<file path="src/rtl/fetch_unit.sv">
// -----------------------------------------------------------------------------
// fetch_unit
//
// Instruction-fetch stage that sits in front of the control unit. It owns the
// fetch PC and issues one word read at a time to instruction memory over a
// req/gnt/rvalid handshake. Returned words are queued in a small FIFO, and the
// head entry is presented with its decoded op/f3/f7 fields. A taken redirect
// (pcSrc on a pop) reloads the PC and flushes the FIFO. If a response is still
// in flight when the redirect happens, that response is dropped.
//
// Optional feature (compile-time macro FETCH_MISALIGN_TRAP_EN):
//   Adds the 'misaligned' output and a HALT state. A redirect to a target that
//   is not word-aligned sets a sticky flag and stops fetching until reset.
//   When the macro is undefined, the low target bits are masked off and fetch
//   continues.
//
// Parameters:
//   RESET_PC   PC loaded on reset (bits [1:0] must be zero)
//   BUF_DEPTH  instruction buffer entries, 2 or 4
//
// Ports:
//   clk, reset           clock (rising edge), synchronous active-high reset
//   imem_req/imem_addr   fetch request and word-aligned address
//   imem_gnt             request accepted this cycle
//   imem_rvalid/rdata    in-order read response
//   stall                downstream holds the current instruction
//   pcSrc/pcTarget       redirect request and target, sampled only on a pop
//   instr/instrValid     head instruction (NOP when empty) and non-empty flag
//   instrPC/pcPlus4      PC of the head instruction and that PC + 4
//   op/f3/f7             decoded fields of instr
//   misaligned           sticky misaligned-redirect flag (optional feature)
// -----------------------------------------------------------------------------
module fetch_unit #(
    parameter logic [31:0] RESET_PC  = 32'h0000_0000,
    parameter int unsigned BUF_DEPTH = 2
) (
    input  logic        clk,
    input  logic        reset,
    output logic        imem_req,
    output logic [31:0] imem_addr,
    input  logic        imem_gnt,
    input  logic        imem_rvalid,
    input  logic [31:0] imem_rdata,
    input  logic        stall,
    input  logic        pcSrc,
    input  logic [31:0] pcTarget,
    output logic [31:0] instr,
    output logic        instrValid,
    output logic [31:0] instrPC,
    output logic [31:0] pcPlus4,
    output logic [6:0]  op,
    output logic [2:0]  f3,
    output logic [6:0]  f7
`ifdef FETCH_MISALIGN_TRAP_EN
    ,
    output logic        misaligned
`endif
);

    localparam int unsigned    PtrW     = $clog2(BUF_DEPTH);
    localparam int unsigned    CntW     = PtrW + 1;
    localparam logic [CntW-1:0] DepthCnt = CntW'(BUF_DEPTH);
    localparam logic [31:0]    Nop      = 32'h0000_0013;

`ifdef FETCH_MISALIGN_TRAP_EN
    typedef enum logic [1:0] {StIdle, StWait, StDiscard, StHalt} state_e;
`else
    typedef enum logic [1:0] {StIdle, StWait, StDiscard} state_e;
`endif

    state_e          state_q, state_d;
    logic [31:0]     fetch_pc_q, fetch_pc_d;
    logic [31:0]     issued_pc_q, issued_pc_d;
    logic [PtrW-1:0] rd_ptr_q, rd_ptr_d;
    logic [PtrW-1:0] wr_ptr_q, wr_ptr_d;
    logic [CntW-1:0] count_q, count_d;

    logic [31:0]     buf_instr_q [BUF_DEPTH];
    logic [31:0]     buf_pc_q    [BUF_DEPTH];

    logic            pop;
    logic            push;
    logic            redirect;
    logic            buf_valid;
    logic [31:0]     target_aligned;

    assign buf_valid      = (count_q != '0);
    assign pop            = instrValid & ~stall;
    assign redirect       = pop & pcSrc;
    assign target_aligned = {pcTarget[31:2], 2'b00};

`ifdef FETCH_MISALIGN_TRAP_EN
    logic misaligned_q, misaligned_d;
    logic misalign_hit;

    assign misalign_hit = redirect & (pcTarget[1:0] != 2'b00);
    assign misaligned   = misaligned_q;
    // Halted: the buffer is flushed and never refilled, so the head is never shown.
    assign instrValid   = buf_valid & (state_q != StHalt);

    always_comb begin
        misaligned_d = misaligned_q;
        if (misalign_hit) begin
            misaligned_d = 1'b1;
        end
    end
`else
    logic unused_target_lsb;

    // The low target bits only matter when misalignment is trapped.
    assign unused_target_lsb = ^pcTarget[1:0];
    assign instrValid        = buf_valid;
`endif

    // -------------------------------------------------------------------------
    // Fetch FSM: at most one request outstanding
    // -------------------------------------------------------------------------
    always_comb begin
        state_d     = state_q;
        fetch_pc_d  = fetch_pc_q;
        issued_pc_d = issued_pc_q;
        imem_req    = 1'b0;
        push        = 1'b0;

        case (state_q)
            StIdle: begin
                // One outstanding request at most, so a free slot is enough.
                imem_req = ~reset & (count_q < DepthCnt) & ~redirect;
                if (redirect) begin
                    if (imem_gnt) begin
                        state_d = StDiscard;
                    end
                end else if (imem_req && imem_gnt) begin
                    issued_pc_d = fetch_pc_q;
                    fetch_pc_d  = fetch_pc_q + 32'd4;
                    state_d     = StWait;
                end
            end
            StWait: begin
                if (imem_rvalid) begin
                    // A redirect in the same cycle makes the returning word stale.
                    push    = ~redirect;
                    state_d = StIdle;
                end else if (redirect) begin
                    state_d = StDiscard;
                end
            end
            StDiscard: begin
                if (imem_rvalid) begin
                    state_d = StIdle;
                end
            end
`ifdef FETCH_MISALIGN_TRAP_EN
            StHalt: begin
                state_d = StHalt;
            end
`endif
            default: begin
                state_d = StIdle;
            end
        endcase

        // A redirect takes priority over the sequential increment.
        if (redirect) begin
            fetch_pc_d = target_aligned;
        end
`ifdef FETCH_MISALIGN_TRAP_EN
        if (misalign_hit) begin
            state_d = StHalt;
        end
`endif
    end

    // -------------------------------------------------------------------------
    // Buffer pointers and occupancy
    // -------------------------------------------------------------------------
    always_comb begin
        rd_ptr_d = rd_ptr_q;
        wr_ptr_d = wr_ptr_q;
        count_d  = count_q;

        if (redirect) begin
            rd_ptr_d = '0;
            wr_ptr_d = '0;
            count_d  = '0;
        end else begin
            if (push) begin
                wr_ptr_d = wr_ptr_q + PtrW'(1);
            end
            if (pop) begin
                rd_ptr_d = rd_ptr_q + PtrW'(1);
            end
            case ({push, pop})
                2'b10:   count_d = count_q + CntW'(1);
                2'b01:   count_d = count_q - CntW'(1);
                default: count_d = count_q;
            endcase
        end
    end

    always_ff @(posedge clk) begin
        if (reset) begin
            state_q     <= StIdle;
            fetch_pc_q  <= RESET_PC;
            issued_pc_q <= RESET_PC;
            rd_ptr_q    <= '0;
            wr_ptr_q    <= '0;
            count_q     <= '0;
        end else begin
            state_q     <= state_d;
            fetch_pc_q  <= fetch_pc_d;
            issued_pc_q <= issued_pc_d;
            rd_ptr_q    <= rd_ptr_d;
            wr_ptr_q    <= wr_ptr_d;
            count_q     <= count_d;
        end
    end

`ifdef FETCH_MISALIGN_TRAP_EN
    always_ff @(posedge clk) begin
        if (reset) begin
            misaligned_q <= 1'b0;
        end else begin
            misaligned_q <= misaligned_d;
        end
    end
`endif

    // Payload storage needs no reset; occupancy decides what is visible.
    always_ff @(posedge clk) begin
        if (push && !reset) begin
            buf_instr_q[wr_ptr_q] <= imem_rdata;
            buf_pc_q[wr_ptr_q]    <= issued_pc_q;
        end
    end

    // -------------------------------------------------------------------------
    // Outputs
    // -------------------------------------------------------------------------
    assign imem_addr = fetch_pc_q;
    assign instr     = instrValid ? buf_instr_q[rd_ptr_q] : Nop;
    assign instrPC   = instrValid ? buf_pc_q[rd_ptr_q] : 32'h0000_0000;
    assign pcPlus4   = instrPC + 32'd4;
    assign op        = instr[6:0];
    assign f3        = instr[14:12];
    assign f7        = instr[31:25];

endmodule

</file>
<file path="config.mk">
export PLATFORM = sky130hd
export DESIGN_NAME = fetch_unit
export DESIGN_NICKNAME = d
export VERILOG_FILES = /design/src/rtl/fetch_unit.sv
export SDC_FILE = /design/constraint.sdc
export NUM_CORES = 1
export LEC_CHECK = 0
export ABC_AREA = 0
export CAP_MARGIN = 25
export CORE_MARGIN = 4
export CORE_UTILIZATION = 53
export DETAILED_ROUTE_END_ITERATION = 12
export PLACE_DENSITY_LB_ADDON = 0.1
export RECOVER_POWER = 50
export SLEW_MARGIN = 20
export SYNTH_ARGS = -nofsm -noshare
export SYNTH_HDL_FRONTEND = slang
export SYNTH_SLANG_ARGS = --single-unit
</file>
<file path="constraint.sdc">
create_clock -name clk -period 21.2 [get_ports clk]
set_clock_uncertainty 0.15 [all_clocks]
set_input_delay 3.18 -clock clk [delete_from_list [all_inputs] [get_ports clk]]
set_output_delay 3.18 -clock clk [all_outputs]
set_load 0.01 [all_outputs]
</file>
==> results of run 1 <==
==> cells in the mapped netlist, drive strengths merged <==
master / instances / share of area
edfxtp: 124 / 0.43
nor2: 105 / 0.046
nand2: 86 / 0.038
dfxtp: 67 / 0.16
mux2i: 60 / 0.070
xor2: 38 / 0.039
buf: 37 / 0.029
a21oi: 34 / 0.020
nand3: 29 / 0.017
a211oi: 28 / 0.025
clkbuf: 27 / 0.012
xnor2: 17 / 0.017
nand4: 16 / 0.012
o21ai: 12 / 0.0070
nor4: 10 / 0.0080
inv: 9 / 0.0039
or3: 9 / 0.0066
nor3: 8 / 0.0047
and3: 6 / 0.0044
nand3b: 6 / 0.0053
a311oi: 5 / 0.0051
and2: 4 / 0.0032
nand2b: 4 / 0.0029
a2111oi: 3 / 0.0082
and4: 3 / 0.0031
ha: 3 / 0.0044
a22oi: 2 / 0.0018
nor4b: 2 / 0.0020
a2111o: 1 / 0.0013
a31oi: 1 / 0.00073
and4b: 1 / 0.0012
conb: 1 / 0.00044
mux2: 1 / 0.0013
nor2b: 1 / 0.00073
o2111ai: 1 / 0.0018
o211ai: 1 / 0.00088
o21ba: 1 / 0.0012
o21bai: 1 / 0.00088
o32a: 1 / 0.0012
or4b: 1 / 0.0016
==> logic make-up (layout without fill, tap and decap cells) <==
group / after synthesis / count (layout) / synth area share
and+or+nand+nor: 291 / 291 / 0.156
muxes: 61 / 61 / 0.0714
DFF: 191 / 191 / 0.591
AOI/OAI and AO/OA: 91 / 91 / 0.0750
buffers and inverters: 73 / 258 / 0.0447
other: 1 / 6 / 0.000438
xor gates and xnor gates: 55 / 55 / 0.0563
adders and majority gates: 3 / 3 / 0.00438
==> report_power, final <==
part,internal [µW],switching (µW),total (µW)
clock network,181,133,314
registers,403,10.8,414
logic,85.1,81.0,166
total,669,224,893
==> layout by cell type (no fill, tap or decap), types with 16 or more instances in the layout <==
cell	synthesis	routed
dfxtp_1	67	66
a21oi_1	34	34
edfxtp_1	124	124
nand4_1	16	16
dlygate4sd3_1	0	63
nand3_1	29	29
clkdlybuf4s50_1	0	144
a211oi_1	27	27
nor2_1	105	104
xnor2_1	17	17
xor2_1	38	38
clkbuf_16	0	17
nand2_1	85	85
mux2i_1	60	60
==> per-layer routing <==
metal | global-route usage | vias to the layer above | wire length (µm)
li1 | - | 3083 | -
met1 | 0.290 | 2970 | 8630
met2 | 0.353 | 238 | 9500
met3 | 0.0428 | 21 | 1230
met4 | 0.0683 | 0 | 208
met5 | 0 | - | 0
==> registers in the layout, summed over array words and instances, names as in the netlist, named ones only <==
signal / cells
buf_instr_q: 64
issued_pc_q: 30
count_q: 2
rd_ptr_q: 1
buf_pc_q: 60
imem_addr: 30
wr_ptr_q: 1
state_q: 2
==> layout make-up <==
| cell class | count | share of cell area |
|---|---|---|
| Inverter | 9 | 0.00301 |
| Clock buffer | 21 | 0.0410 |
| Tap cell | 216 | 0.0240 |
| Sequential cell | 191 | 0.451 |
| Timing Repair Buffer | 217 | 0.190 |
| Clock inverter | 11 | 0.0116 |
| Multi-Input combinational cell | 507 | 0.280 |
==> through the flow <==
stage / worst slack [ns] / power, µW / instance area (µm²) / utilization / instances
final: 12.71 / 893 / 11200 / 0.708 / 1172
after global routing: 12.57 / 929 / 11200 / 0.708 / 1172
after detailed placement: 12.95 / 591 / 10700 / 0.671 / 1138
after global placement: 12.94 / 587 / 10700 / 0.671 / 1138
after CTS: 12.94 / 902 / 11200 / 0.708 / 1170
after floorplan: 10.69 / 505 / 8580 / - / 771
==> path summary, 6_finish.rpt <==
path                                       from            endpoint  slack, ns  cells past startpoint
worst min register to register  issued_pc_q[30]     buf_pc_q[0][30]       0.31                      0
worst max register to register       count_q[1]  buf_instr_q[0][14]      16.75                      5
worst min-delay path            issued_pc_q[30]     buf_pc_q[0][30]       0.31                      0
worst max-delay path                      stall            imem_req      12.71                      6
==> metrics.txt, run 1 <==
outcome finished with violations; failing checks max-capacitance violations, max-slew violations; H-tree depth 4; Pwr Density 79.5 nW/µm²; Antenna Nets Post-Route 0; CP Launch Type primary input; Tmin final roughly 8.5 ns; Top delay family on crit path buffers and inverters; Max-Cap Viols 2; first-pass GRT wire length 31,600 µm; Worst Path Arrival ~5.2 ns; Vias/cell roughly 5.4; Final Hold Slack approximately 0.31 ns; vias in the first global route around 6,300; crit path buf inv count 2; CTS Sinks around 190; Least-Margin Pin Slew 3.48 ns; Worst path slowest cell dlygate4sd3_1; die width between 100 and 150 µm; Synth cell types between 40 and 50; root buffer cell clkbuf_16; Worst Path Max Fanout 7; Initial Util 0.539; worst skew pair latency approximately 0.43 ns; share of cells above drive strength 1 0.0523; CP cell instances dlygate4sd3_1, o21ba_1, nand2_1, nand2b_1, nor2_1, clkdlybuf4s50_1; detailed placer's ending HPWL ~14,000 µm; Overflow after GRT 0; Reg clk slew, reported paths roughly 0.07 ns; Hold-fix buffers, CTS 0; RSZ-0062 raised after global routing false; cts bufs inserted 17; number of synthesis warnings 0; Fin. Hold Viols 0; Final Wtd Congestion ~0.87; initial antenna violation count 0; CP required 17.87 ns; Post-Route WL between 15,000 and 20,000 µm; Max VDD drop between 0.00005 and 0.00006 V; CTS tree built; routed wire length per instance 16.7 µm; n_diodes 0; largest net degree at the start of global routing 69; Post CTS Setup Buffer Count 0; static leakage between 0.003 and 0.004 µW; Final Net Count a little over 1,000; register area share after synthesis 0.591; via count around 6,300; Setup TNS Final 0 ns; FP Rows 46; number of remaining DRC errors 0; Hold Path Class reg -> reg; multi-input logic area about 3100 µm²; Slew Limit Headroom -1.32; crit path kind in -> out; IO Pins roughly 220; DR iter-0 viols 410; post-CTS sizing 0; CTS Buffer Depth 2; filler cell count between 1,000 and 1,500; Tcrit/Tclk final 0.400; register area a little over 5000 µm²; final setup fails 0; Global Route Usage Sum 0.215; Worst setup EP type primary output; Die Ht 135 µm; max-slew violations between 100 and 150; Synth Instances around 770; crit-path max cell delay 0.56 ns; core area between 15,000 and 20,000 µm²; mapped cell area 8560 µm²; f_max roughly 120 MHz; syn avg cell area ~11 µm²; DR pass1 iterations 5; die area ~18,000 µm²; IO Port Bufs between 200 and 250; area grow syn2layout 31.3%; Yosys reg bits 191
Power figures use the tool's default switching activity.
==> run 2, diff against run 1 <==
--- a/config.mk
+++ b/config.mk
@@ -8,7 +8,7 @@
 export ABC_AREA = 0
 export CAP_MARGIN = 25
 export CORE_MARGIN = 4
-export CORE_UTILIZATION = 53
+export CORE_UTILIZATION = 45
 export DETAILED_ROUTE_END_ITERATION = 12
 export PLACE_DENSITY_LB_ADDON = 0.1
 export RECOVER_POWER = 50
==> constraint.sdc (replaced) <==
create_clock -name clk -period 7 [get_ports clk]
set_clock_uncertainty 0.15 [all_clocks]
set_input_delay 1.05 -clock clk [delete_from_list [all_inputs] [get_ports clk]]
set_output_delay 1.05 -clock clk [all_outputs]
set_load 0.01 [all_outputs]
==> metrics.txt, run 2 (synthesis results as in run 1) <==
f_max 170 MHz; Worst Path Max Fanout 63; outcome finished with violations; RSZ-0062 raised after global routing false; IO Pins roughly 220; Slew Limit Headroom -0.319; DR pass1 iterations 6; die width between 100 and 150 µm; CTS Sinks around 190; P_int about 2000 µW; Fin. Hold Viols 0; Setup TNS Final 0 ns; wire length on met2 about 9000 µm; Global Route Usage Sum 0.185; fin cells 1,188; Antenna Nets Post-Route 0; worst hold path endpoint buf_pc_q[1][25]; detailed placer's ending HPWL 14,200 µm; Post CTS Setup Buffer Count 0; Setup crit start stall; CP required between 5 and 6 ns; Worst Hold Depth 0; slack of the critical path approximately 1.1 ns; Final Hold Slack between 0.3 and 0.4 ns; Comb power frac 0.185; Top Registers buf_instr_q x64, buf_pc_q x60; DR iter-0 viols around 280; Reg clk slew, reported paths roughly 0.070 ns; Clock Power Share 0.356; R2R Path Start count_q[0]; crit path kind in -> out; largest net degree at the start of global routing 69; Max VDD drop between 0.00015 and 0.0002 V; CTS tree built; switching power slightly above 700 µW; Top Metal Used met4; multi-input logic area around 3200 µm²; final setup fails 0; initial antenna violation count 0; filler cell count between 1,500 and 2,000; Least-Margin Pin Slew 1.97 ns; Overflow after GRT 0; most frequent cells in the layout clkdlybuf4s50_1 (142), edfxtp_1 (124), nor2_1 (104); Hold-fix buffers, CTS 0; Vias/cell roughly 5.2; terminus of the critical flop-to-flop path buf_instr_q[1][9]; met3 wire len between 1000 and 1500 µm; die area 21,300 µm²; register area approximately 5100 µm²; post-CTS sizing 0; vias in the first global route between 6,000 and 7,000; Final Net Count roughly 1,000; Largest register FFs 64; static leakage 0.00375 µW; Post-Route WL approximately 20,000 µm; Final Wtd Congestion between 0.8 and 0.9; core area 18,700 µm²; CP Launch Type primary input; Worst Path Arrival roughly 4.7 ns; max-slew violations slightly below 100; beginning of the worst hold path issued_pc_q[25]; worst skew pair latency around 0.43 ns; number of remaining DRC errors 0; CTS Buffer Depth 2; largest reg by FF count buf_instr_q; failing checks max-capacitance violations, max-slew violations; Hold Path Class reg -> reg; Max-Cap Viols 2; Die Ht approximately 150 µm; routed wire length per instance around 17 µm; Worst setup EP type primary output; DP Cell Count about 1,200; H-tree depth 4; Initial Util 0.458; Pwr Density about 240 nW/µm²; via count ~6,200; cts bufs inserted 17; share of cells above drive strength 1 0.0535; Tcrit/Tclk final 0.839; Pwr Total ~2700 µW; FP Rows 50; root buffer cell clkbuf_16; DRT met1 WL 9450 µm; area grow syn2layout 31.6%; Seq pwr share 0.458; first-pass GRT wire length 32,000 µm; Tmin final 5.87 ns; Net Sw Frac 0.261; commonest non-fill, non-tap cell in the layout clkdlybuf4s50_1; IO Port Bufs 208; pre-CTS WS 2.01 ns; Reg2Reg Depth 4; reg-to-reg slack, setup 2.17 ns
==> run 2: changes by cell type in the layout (fill, tap and decap cells not counted), sizes merged <==
cell,before,now
diode,0,1
dlygate4sd3,63,65
clkdlybuf4s50,144,142
clkbuf,24,17
clkinv,4,3
inv,12,17
==> run 2: area by class of cell <==
cell class | count | share of cell area
multi-input cells | 507 | 0.280
inverters | 9 | 0.00300
flip-flops and latches | 191 | 0.449
diodes | 1 | 0.000222
clock buffers | 17 | 0.0377
clock inverters | 15 | 0.0153
well taps | 234 | 0.0260
repair buffers | 214 | 0.188
==> run 2: routing by layer <==
| layer | vias to the layer above | track usage |
|---|---|---|
| li1 | 3075 | - |
| met5 | - | 0 |
| met2 | 208 | 0.289 |
| met1 | 2918 | 0.253 |
| met3 | 28 | 0.0424 |
| met4 | 0 | 0.0703 |
==> run 2: power groups by stage <==
stage	combinational, µW	sequential, µW	clock (µW)
after floorplan	262	1270	0
after global placement	513	1270	0
after detailed placement	518	1270	0
after CTS	520	1250	994
after global routing	544	1250	1040
final	505	1250	971
==> run 2: metrics by stage <==
| stage | cell area [µm²] | util |
|---|---|---|
| global route | 11300 | 0.603 |
| floorplan | 8590 | - |
| global placement | 10700 | 0.571 |
| detailed placement | 10700 | 0.571 |
| finish | 11300 | 0.603 |
| CTS | 11300 | 0.603 |
==> run 2: how the worst max path moves through the flow <==
stage                   endpoint  slack, ns  cells after the start
3_5_place_dp            imem_req       2.01                      6
4_1_cts              pcPlus4[30]       1.74                      7
2_1_floorplan  buf_instr_q[0][0]       1.24                      5
6_report                imem_req       1.13                      6
3_3_place_gp            imem_req       2.02                      6
5_1_grt                 imem_req       0.80                      6
==> run 2: worst max-delay path, stage by stage <==
cell	delay, ns
clkdlybuf4s50_1	0.47
o21ba_1	0.27
nand2_1	1.46
nand2b_1	0.54
nor2_1	0.30
clkdlybuf4s50_1	0.58
